**src/rtl/sd_block_arbiter.sv**
```systemverilog
// ----------------------------------------------------------------------------
// sd_block_arbiter
//   Shares a single hps_io SD block channel between two requesters:
//   port 0 = floppy track loader, port 1 = ProDOS HDD sector engine.
//   A request is a run of consecutive 512-byte blocks (all reads or all
//   writes). The arbiter grants round-robin, sequences the run block by
//   block, routes sd_ack to the owner and stalls the CPU while busy.
//
// Ports
//   clk_sys, reset_n           system clock, async active-low reset
//   req_valid/wr/lba/cnt       per-port request (level, held until req_ready)
//   req_ready/done/err         per-port one-cycle pulses
//   blk_idx, owner, busy       run status (blk_idx = buffer block index)
//   cpu_wait                   stall to the 6502 (equals busy)
//   sd_lba, sd_rd, sd_wr       block request to hps_io
//   sd_ack                     hps_io ack (high during a block transfer)
//   sd_ack_out                 sd_ack gated to the owning port
// ----------------------------------------------------------------------------
module sd_block_arbiter #(
   parameter int CNT_W = 4,
   parameter int TO_W  = 24
) (
   input  logic               clk_sys,
   input  logic               reset_n,
   input  logic [1:0]         req_valid,
   input  logic [1:0]         req_wr,
   input  logic [63:0]        req_lba,
   input  logic [2*CNT_W-1:0] req_cnt,
   output logic [1:0]         req_ready,
   output logic [1:0]         req_done,
   output logic [1:0]         req_err,
   output logic [CNT_W-1:0]   blk_idx,
   output logic               owner,
   output logic               busy,
   output logic               cpu_wait,
   output logic [31:0]        sd_lba,
   output logic               sd_rd,
   output logic               sd_wr,
   input  logic               sd_ack,
   output logic [1:0]         sd_ack_out
);

   typedef enum logic [1:0] {
      ST_IDLE  = 2'd0,
      ST_ISSUE = 2'd1,
      ST_XFER  = 2'd2
   } state_t;

   localparam logic [CNT_W-1:0] CNT_ONE = {{(CNT_W-1){1'b0}}, 1'b1};
   localparam logic [TO_W-1:0]  TO_ONE  = {{(TO_W-1){1'b0}}, 1'b1};

   state_t             state_r;
   state_t             state_nxt_s;
   logic               ack_q_r;
   logic               ack_rise_s;
   logic               ack_fall_s;
   logic [TO_W-1:0]    to_cnt_r;
   logic               to_sat_s;
   logic               wr_r;
   logic [CNT_W-1:0]   cnt_r;
   logic               last_r;
   logic               win_s;
   logic               grant_s;
   logic               last_blk_s;
   logic [CNT_W-1:0]   win_cnt_s;
   logic [31:0]        win_lba_s;

   // One-hot select of a port
   function automatic logic [1:0] port_bit(input logic p);
      port_bit = p ? 2'b10 : 2'b01;
   endfunction

   assign ack_rise_s = sd_ack & ~ack_q_r;
   assign ack_fall_s = ~sd_ack & ack_q_r;
   assign to_sat_s   = &to_cnt_r;
   assign last_blk_s = (blk_idx == (cnt_r - CNT_ONE));
   assign win_cnt_s  = win_s ? req_cnt[2*CNT_W-1:CNT_W] : req_cnt[CNT_W-1:0];
   assign win_lba_s  = win_s ? req_lba[63:32] : req_lba[31:0];
   assign cpu_wait   = busy;
   // busy drops asynchronously on reset, so the ack gate closes at once too
   assign sd_ack_out = busy ? (port_bit(owner) & {2{sd_ack}}) : 2'b00;

   // State register
   always_ff @(posedge clk_sys or negedge reset_n) begin
      if (!reset_n) begin
         state_r <= ST_IDLE;
      end else begin
         state_r <= state_nxt_s;
      end
   end

   // Round-robin winner selection and next-state decode
   always_comb begin
      state_nxt_s = state_r;
      grant_s     = 1'b0;
      win_s       = 1'b0;
      // on a tie the port that did not own the last run wins
      if (req_valid == 2'b11) begin
         win_s = ~last_r;
      end else if (req_valid[1]) begin
         win_s = 1'b1;
      end else begin
         win_s = 1'b0;
      end
      case (state_r)
         ST_IDLE: begin
            if (|req_valid) begin
               grant_s     = 1'b1;
               state_nxt_s = ST_ISSUE;
            end else begin
               state_nxt_s = ST_IDLE;
            end
         end
         ST_ISSUE: begin
            if (to_sat_s) begin
               state_nxt_s = ST_IDLE;
            end else if (ack_rise_s) begin
               state_nxt_s = ST_XFER;
            end else begin
               state_nxt_s = ST_ISSUE;
            end
         end
         ST_XFER: begin
            if (to_sat_s) begin
               state_nxt_s = ST_IDLE;
            end else if (ack_fall_s) begin
               state_nxt_s = last_blk_s ? ST_IDLE : ST_ISSUE;
            end else begin
               state_nxt_s = ST_XFER;
            end
         end
         default: begin
            state_nxt_s = ST_IDLE;
         end
      endcase
   end

   // Owner context, block sequencing, timeout and registered outputs
   always_ff @(posedge clk_sys or negedge reset_n) begin
      if (!reset_n) begin
         ack_q_r   <= 1'b0;
         to_cnt_r  <= '0;
         wr_r      <= 1'b0;
         cnt_r     <= '0;
         last_r    <= 1'b1;
         req_ready <= 2'b00;
         req_done  <= 2'b00;
         req_err   <= 2'b00;
         blk_idx   <= '0;
         owner     <= 1'b0;
         busy      <= 1'b0;
         sd_lba    <= 32'h0000_0000;
         sd_rd     <= 1'b0;
         sd_wr     <= 1'b0;
      end else begin
         ack_q_r   <= sd_ack;
         req_ready <= 2'b00;
         req_done  <= 2'b00;
         req_err   <= 2'b00;
         case (state_r)
            ST_IDLE: begin
               sd_rd <= 1'b0;
               sd_wr <= 1'b0;
               if (grant_s) begin
                  req_ready <= port_bit(win_s);
                  owner     <= win_s;
                  last_r    <= win_s;
                  sd_lba    <= win_lba_s;
                  wr_r      <= req_wr[win_s];
                  cnt_r     <= (win_cnt_s == '0) ? CNT_ONE : win_cnt_s;
                  blk_idx   <= '0;
                  to_cnt_r  <= '0;
                  busy      <= 1'b1;
               end else begin
                  busy      <= 1'b0;
               end
            end
            ST_ISSUE: begin
               if (to_sat_s) begin
                  sd_rd   <= 1'b0;
                  sd_wr   <= 1'b0;
                  req_err <= port_bit(owner);
                  busy    <= 1'b0;
               end else begin
                  to_cnt_r <= to_cnt_r + TO_ONE;
                  // request is held until hps_io starts the transfer
                  if (ack_rise_s) begin
                     sd_rd <= 1'b0;
                     sd_wr <= 1'b0;
                  end else begin
                     sd_rd <= ~wr_r;
                     sd_wr <= wr_r;
                  end
               end
            end
            ST_XFER: begin
               if (to_sat_s) begin
                  sd_rd   <= 1'b0;
                  sd_wr   <= 1'b0;
                  req_err <= port_bit(owner);
                  busy    <= 1'b0;
               end else if (ack_fall_s) begin
                  if (last_blk_s) begin
                     req_done <= port_bit(owner);
                     busy     <= 1'b0;
                  end else begin
                     // re-issue immediately so the next block starts one cycle after the ack edge
                     blk_idx  <= blk_idx + CNT_ONE;
                     sd_lba   <= sd_lba + 32'd1;
                     to_cnt_r <= '0;
                     sd_rd    <= ~wr_r;
                     sd_wr    <= wr_r;
                  end
               end else begin
                  to_cnt_r <= to_cnt_r + TO_ONE;
               end
            end
            default: begin
               sd_rd <= 1'b0;
               sd_wr <= 1'b0;
               busy  <= 1'b0;
            end
         endcase
      end
   end

endmodule

```
**config.mk**
```make
export PLATFORM = sky130hd
export DESIGN_NAME = sd_block_arbiter
export DESIGN_NICKNAME = d
export VERILOG_FILES = /design/src/rtl/sd_block_arbiter.sv
export SDC_FILE = /design/constraint.sdc
export NUM_CORES = 1
export LEC_CHECK = 0
export ABC_AREA = 0
export CORE_MARGIN = 3
export CORE_UTILIZATION = 38
export CTS_BUF_LIST = sky130_fd_sc_hd__clkbuf_8
export DETAILED_ROUTE_END_ITERATION = 7
export HOLD_SLACK_MARGIN = 0.12
export PLACE_DENSITY_LB_ADDON = 0.3
export RECOVER_POWER = 100
export SKIP_LAST_GASP = 1
export SYNTH_ARGS = -nofsm -noshare
export SYNTH_HDL_FRONTEND = slang
export SYNTH_SLANG_ARGS = --single-unit
```
**constraint.sdc**
```tcl
create_clock -name clk_sys -period 2.5 [get_ports clk_sys]
set_clock_uncertainty 0.2 [all_clocks]
set_input_delay 0.375 -clock clk_sys [delete_from_list [all_inputs] [get_ports clk_sys]]
set_output_delay 0.375 -clock clk_sys [all_outputs]
set_load 0.02 [all_outputs]
```
# Word-level counts from Yosys, hierarchy flattened
# Index checks and enable logic that the tools add are counted.
dict set report totals {
  ff_bits 79
  inputBits 79
  word_cells 114
}
dict set report op_classes {
  n_addsub 4
  order_cmp 1
  n_eq_ne 14
  n_mux 61
  bitwise 7
  n_reduce_logical 12
}
# operator count
set ops {}
lappend ops {{2-to-1 mux 32 bit} 5}
lappend ops {{2-to-1 mux 24 bit} 5}
lappend ops {{case mux 24 bit (3 select lines)} 1}
lappend ops {{case mux 32 bit (2 select lines)} 1}
lappend ops {{adder 32 x 1 -> 32 bit, second input constant} 1}
lappend ops {{2-to-1 mux 2 bit} 15}
lappend ops {{adder 24 x 1 -> 24 bit, second input constant} 1}
lappend ops {{2-to-1 mux 4 bit} 6}
lappend ops {{AND reduction 24 bit} 1}
lappend ops {{2-to-1 mux 1 bit} 23}
lappend ops {{!= test 2 bit, second input constant} 6}
lappend ops {{!= test 3 bit, second input constant} 4}
lappend ops {{AND reduction 5 bit} 2}
lappend ops {{case mux 4 bit (2 select lines)} 1}
lappend ops {{case mux 2 bit (3 select lines)} 1}
lappend ops {{adder 4 x 1 -> 4 bit, second input constant} 1}
lappend ops {{== test 2 bit, second input constant} 2}
lappend ops {{== test 4 bit} 1}
lappend ops {{logical NOT 4 bit} 1}
lappend ops {{NOT 1 bit} 4}
lappend ops {{case mux 1 bit (2 select lines)} 2}
lappend ops {{AND reduction 2 bit} 2}
lappend ops {{OR reduction 2 bit} 2}
lappend ops {{subtractor 4 x 1 -> 4 bit, second input constant} 1}
lappend ops {{9 further kinds} 10}

# Longest topological paths before layout
dict set report depth {
  depth_word 6
  mapped_depth 9
  ltp_nobuf 8
}

# Worst setup path before layout
# No wires, ideal clock.
dict set report synth_path {
  path_type {reg2reg}
  start {register to_cnt_r[0]}
  end {register to_cnt_r[10]}
  setup_ns 0.104
  t_arrival_ns 2.061
  setup_slack_ns 0.135
  stages_incl_launch_ff 9
  path_buffers 1
  cell_sequence {dfrtp_1 > ha_1 > and2_0 > and4_1 > a31oi_1 > a21oi_2 > or2_4 > buf_6 > o41ai_2}
}
dict set report synth_via {
  elab_chain_len 4
  elab_cells_between_ends 9
  classes_between {1 x add/sub; 2 x eq/ne; 4 x mux; 2 x reduce/logical}
}
# item line
set synth_rtl {}
lappend synth_rtl {{start: declaration} 57} ;# logic [TO_W-1:0] to_cnt_r;
lappend synth_rtl {{start signal: assignment} 185} ;# to_cnt_r <= to_cnt_r + TO_ONE;
lappend synth_rtl {{start signal: assignment} 215} ;# to_cnt_r <= to_cnt_r + TO_ONE;
lappend synth_rtl {{adder 24 x 1 -> 24 bit} {185, 215}}
lappend synth_rtl {{2-to-1 mux 24 bit} 202} ;# end else if (ack_fall_s) begin
lappend synth_rtl {{2-to-1 mux 24 bit} 197} ;# if (to_sat_s) begin
lappend synth_rtl {{case mux 24 bit (3 select lines)} 160} ;# case (state_r)
# Several ways; a longest one is shown, not always the timed one. The select of a mux whose other input is x is not followed.
# A chain may end at the register's enable or synchronous reset.

# Final worst setup path
dict set report layout_path {
  start {input sd_ack}
  end {output sd_ack_out[0]}
}
dict set report layout_via {
  elab_chain_len 2
}
# item line
set layout_rtl {}
lappend layout_rtl {{start: declaration} 39} ;# input logic sd_ack,
lappend layout_rtl {{bitwise AND 2 bit} 81} ;# assign sd_ack_out = busy ? (port_bit(owner) & {2{sd_ack}}) : 2'b00;
lappend layout_rtl {{2-to-1 mux 2 bit} 81}
lappend layout_rtl {{end: declaration} 40} ;# output logic [1:0] sd_ack_out
# No other way between the ends.

==> results.py <==
metrics = {
    "run_status": {
        "status": "finished, violations left",
        "violations": "design-rule violations",
    },
    "placement": {
        "portBuffers": 127,
        "place_congestion": 0.894,
        "post-dp-hpwl_um": 12900,
    },
    "synthesis": {
        "synth_edf_count": 0,
        "syn_inst": 634,
        "ys_ff_latch": 79,
        "synth_async_sr_flop_share": 1.00,
        "ys_types": 71,
        "syn_area_sq_um": 5130,
        "yosysWarningCount": 0,
        "synth_ff_type": "dfrtp_1",
        "syn_avg_cell_area_sq_um": 8.09,
        "syn_nets": 721,
        "ys_seq_area_frac": 0.386,
    },
    "floorplan": {
        "die_y_um": 122,
        "rows": 41,
        "core_sq_um": 12900,
        "io_pins": 128,
        "initial_core_util": 0.397,
        "die_area_sq_um": 14900,
        "die_w_um": 122,
    },
    "global_routing": {
        "grt_pass1_vias": 5466,
        "top_usage_layer": "met2",
        "grt_pass1_wl_um": 27600,
        "antenna_found_initial": 0,
        "met3_usage": 0.0631,
        "met1_usage": 0.320,
        "use_met2": 0.366,
        "overflow": 0,
        "grt_max_degree": 46,
        "grt.total_usage": 0.235,
    },
    "clocking": {
        "clkTransAtPathRegs_ps": 80,
        "cts-htree-levels": 3,
        "cts_root_buffer": "clkbuf_8",
        "cts.sinks": 79,
        "clockBufferDepth": 2,
        "worst_skew_pair.late_latency_ps": 380,
        "cts_made_buffers": 9,
        "cts_tree": "built",
    },
    "worst_setup_path": {
        "startpoint_type": "primary input",
        "crit_type": "in2out",
        "path_cells": "clkdlybuf4s50_1 > buf_4 > nand2_1 > nor2_1 > clkdlybuf4s50_1",
        "cp_slowest_stage_delay_ps": 630,
        "r2r_end": "sd_lba[19]",
        "crit_slowest_cell": "clkdlybuf4s50_1",
        "crit_end": "sd_ack_out[0]",
        "required_ps": 1920,
        "rr_startpoint": "to_cnt_r[0]",
        "reg2reg_slack_ps": 80,
        "rr_worst_depth": 8,
        "startpoint": "sd_ack",
        "end_kind": "output port",
        "critPathArrivalTime_ps": 1880,
        "crit_top_cell": "clkdlybuf4s50_1",
        "critPathMaxFanout": 4,
    },
    "timing": {
        "grt_setup_unrepaired": "true",
        "whs_ps": 288,
        "fin_crit_sh": 0.981,
        "fmax_ghz": 0.408,
        "slew_violations": 0,
        "slew_headroom": 0.365,
        "hold_viol_final": 0,
        "setup_tns_ps": 0,
        "period_minus_slack_ps": 2450,
        "worst_pin_slew_ps": 953,
        "setup_viol": 0,
    },
    "route": {
        "vias_per_cell": 5.76,
        "drtAntennaViolNets": 0,
        "drc": 1,
        "first_pass_iters": 7,
        "wire_per_inst_um": 18.0,
        "vias": 5658,
        "routed_wl_um": 17700,
        "drtIter0Drc": 419,
    },
    "pwr": {
        "power_uw": 7400,
        "cellPowerDensity_nw_per_um2": 1010,
        "peakVddDrop_mv": 0.503,
        "leakagePower_uw": 0.00312,
    },
    "cells_and_area": {
        "final_cell_mix": "117 x nand2_1, 79 x clkdlybuf4s50_1, 78 x dfrtp_1, 60 x buf_4, 49 x o21ai_0",
        "area_growth_pct": 42.7,
        "drive_gt1_frac": 0.145,
        "final_util": 0.566,
        "layout_commonest_cell": "nand2_1",
        "diodes": 0,
        "nNetsFinal": 893,
    },
    "run": {
        "max_cap_viol_count": 0,
    },
    "hold_path": {
        "min_path_type": "reg2reg",
    },
}
[registers in the layout (all words and copies together) (netlist names), 2 cells and up]
signal	count
sd_lba	32
to_cnt_r	24
blk_idx	4
cnt_r	4
req_done	2
req_err	2
req_ready	2
state_r	2
[worst min path at each step]
stage                  from            to  slack, ps  cells after the start
2_1_floorplan       reset_n       ack_q_r       -120                      0
3_3_place_gp        reset_n   to_cnt_r[8]        170                      1
3_5_place_dp        reset_n   to_cnt_r[8]        170                      1
4_1_cts        to_cnt_r[23]  to_cnt_r[23]        290                      1
5_1_grt        to_cnt_r[23]  to_cnt_r[23]        300                      1
6_report       to_cnt_r[22]  to_cnt_r[22]        290                      1
[synthesized netlist by cell type, drive strengths merged, types with 2 or more instances]
cell type	n	area, sq um
o311a	2	20.0
nor4	7	65.1
nand4	18	113
a22o	2	17.5
ha	8	100
mux2i	12	120
and3b	2	17.5
or2	4	27.5
a31oi	20	131
nor2	43	161
nand3	50	263
a41oi	2	17.5
and3	28	180
o211a	3	30.0
nand2	118	443
dfrtp	78	1950
nor2b	5	31.3
nand2b	2	12.5
nor3	19	100
or4	3	22.5
clkbuf	25	96.3
a211oi	2	15.0
xnor2	2	17.5
o21ai	51	259
a311oi	5	43.8
inv	15	56.3
o41ai	3	41.3
or3	2	12.5
xor2	3	26.3
a221oi	4	35.0
o21a	3	22.5
o31ai	20	150
and4	3	26.3
a21o	3	22.5
buf	11	67.6
and2	5	31.3
a21oi	31	170
o221a	2	22.5
nand3b	2	15.0
nor3b	2	15.0
[cell families after synthesis]
group / after synthesis / synth area share
muxes: 13 / 0.0256
AOI/OAI and AO/OA: 163 / 0.212
xor gates and xnor gates: 6 / 0.0129
and+or+nand+nor: 314 / 0.301
adders and majority gates: 8 / 0.0195
DFF: 79 / 0.386
buffers and inverters: 51 / 0.0430
[through the flow]
stage	std cells	cell area, sq um	setup WS, ps
after floorplan	634	5130	135
after global placement	958	6970	-148
after detailed placement	958	6970	-169
after CTS	975	7200	13.7
after global routing	983	7320	-19.4
final	983	7320	47.1
[area by class of cell]
type                    instances  area (sq um)
clock buffers                   9           124
clock inverters                 7          90.1
fillers                      1227          5610
inverters                      15          56.3
multi-input cells             505          3030
flip-flops and latches         79          1980
well taps                     172           215
repair buffers                196          1830
[where the power goes]
part | total [uW] | internal (uW) | switching [uW]
Combinational | 4200 | 1760 | 2430
Clock | 1070 | 557 | 517
Sequential | 2130 | 1670 | 463
[worst max-delay path, delay by kind of cell]
family	cells	cell delay [ps]
buffers and inverters	3	1290
and+or+nand+nor	2	200
[metal layers]
layer	up-vias	wire length, um
met4	0	294
met1	2721	7680
met5	-	0
li1	2668	-
met3	25	1480
met2	244	8250
[repair_timing]
item,4_1_cts,5_1_grt
pin swaps,0,6
cloned,0,1
endpoints found under the setup margin,22,44
setup buffers,0,7
resized for setup,3,15
hold buffers,1,0
endpoints found under the hold margin,34,0
No activity file was read; power rests on OpenSTA's default activity.
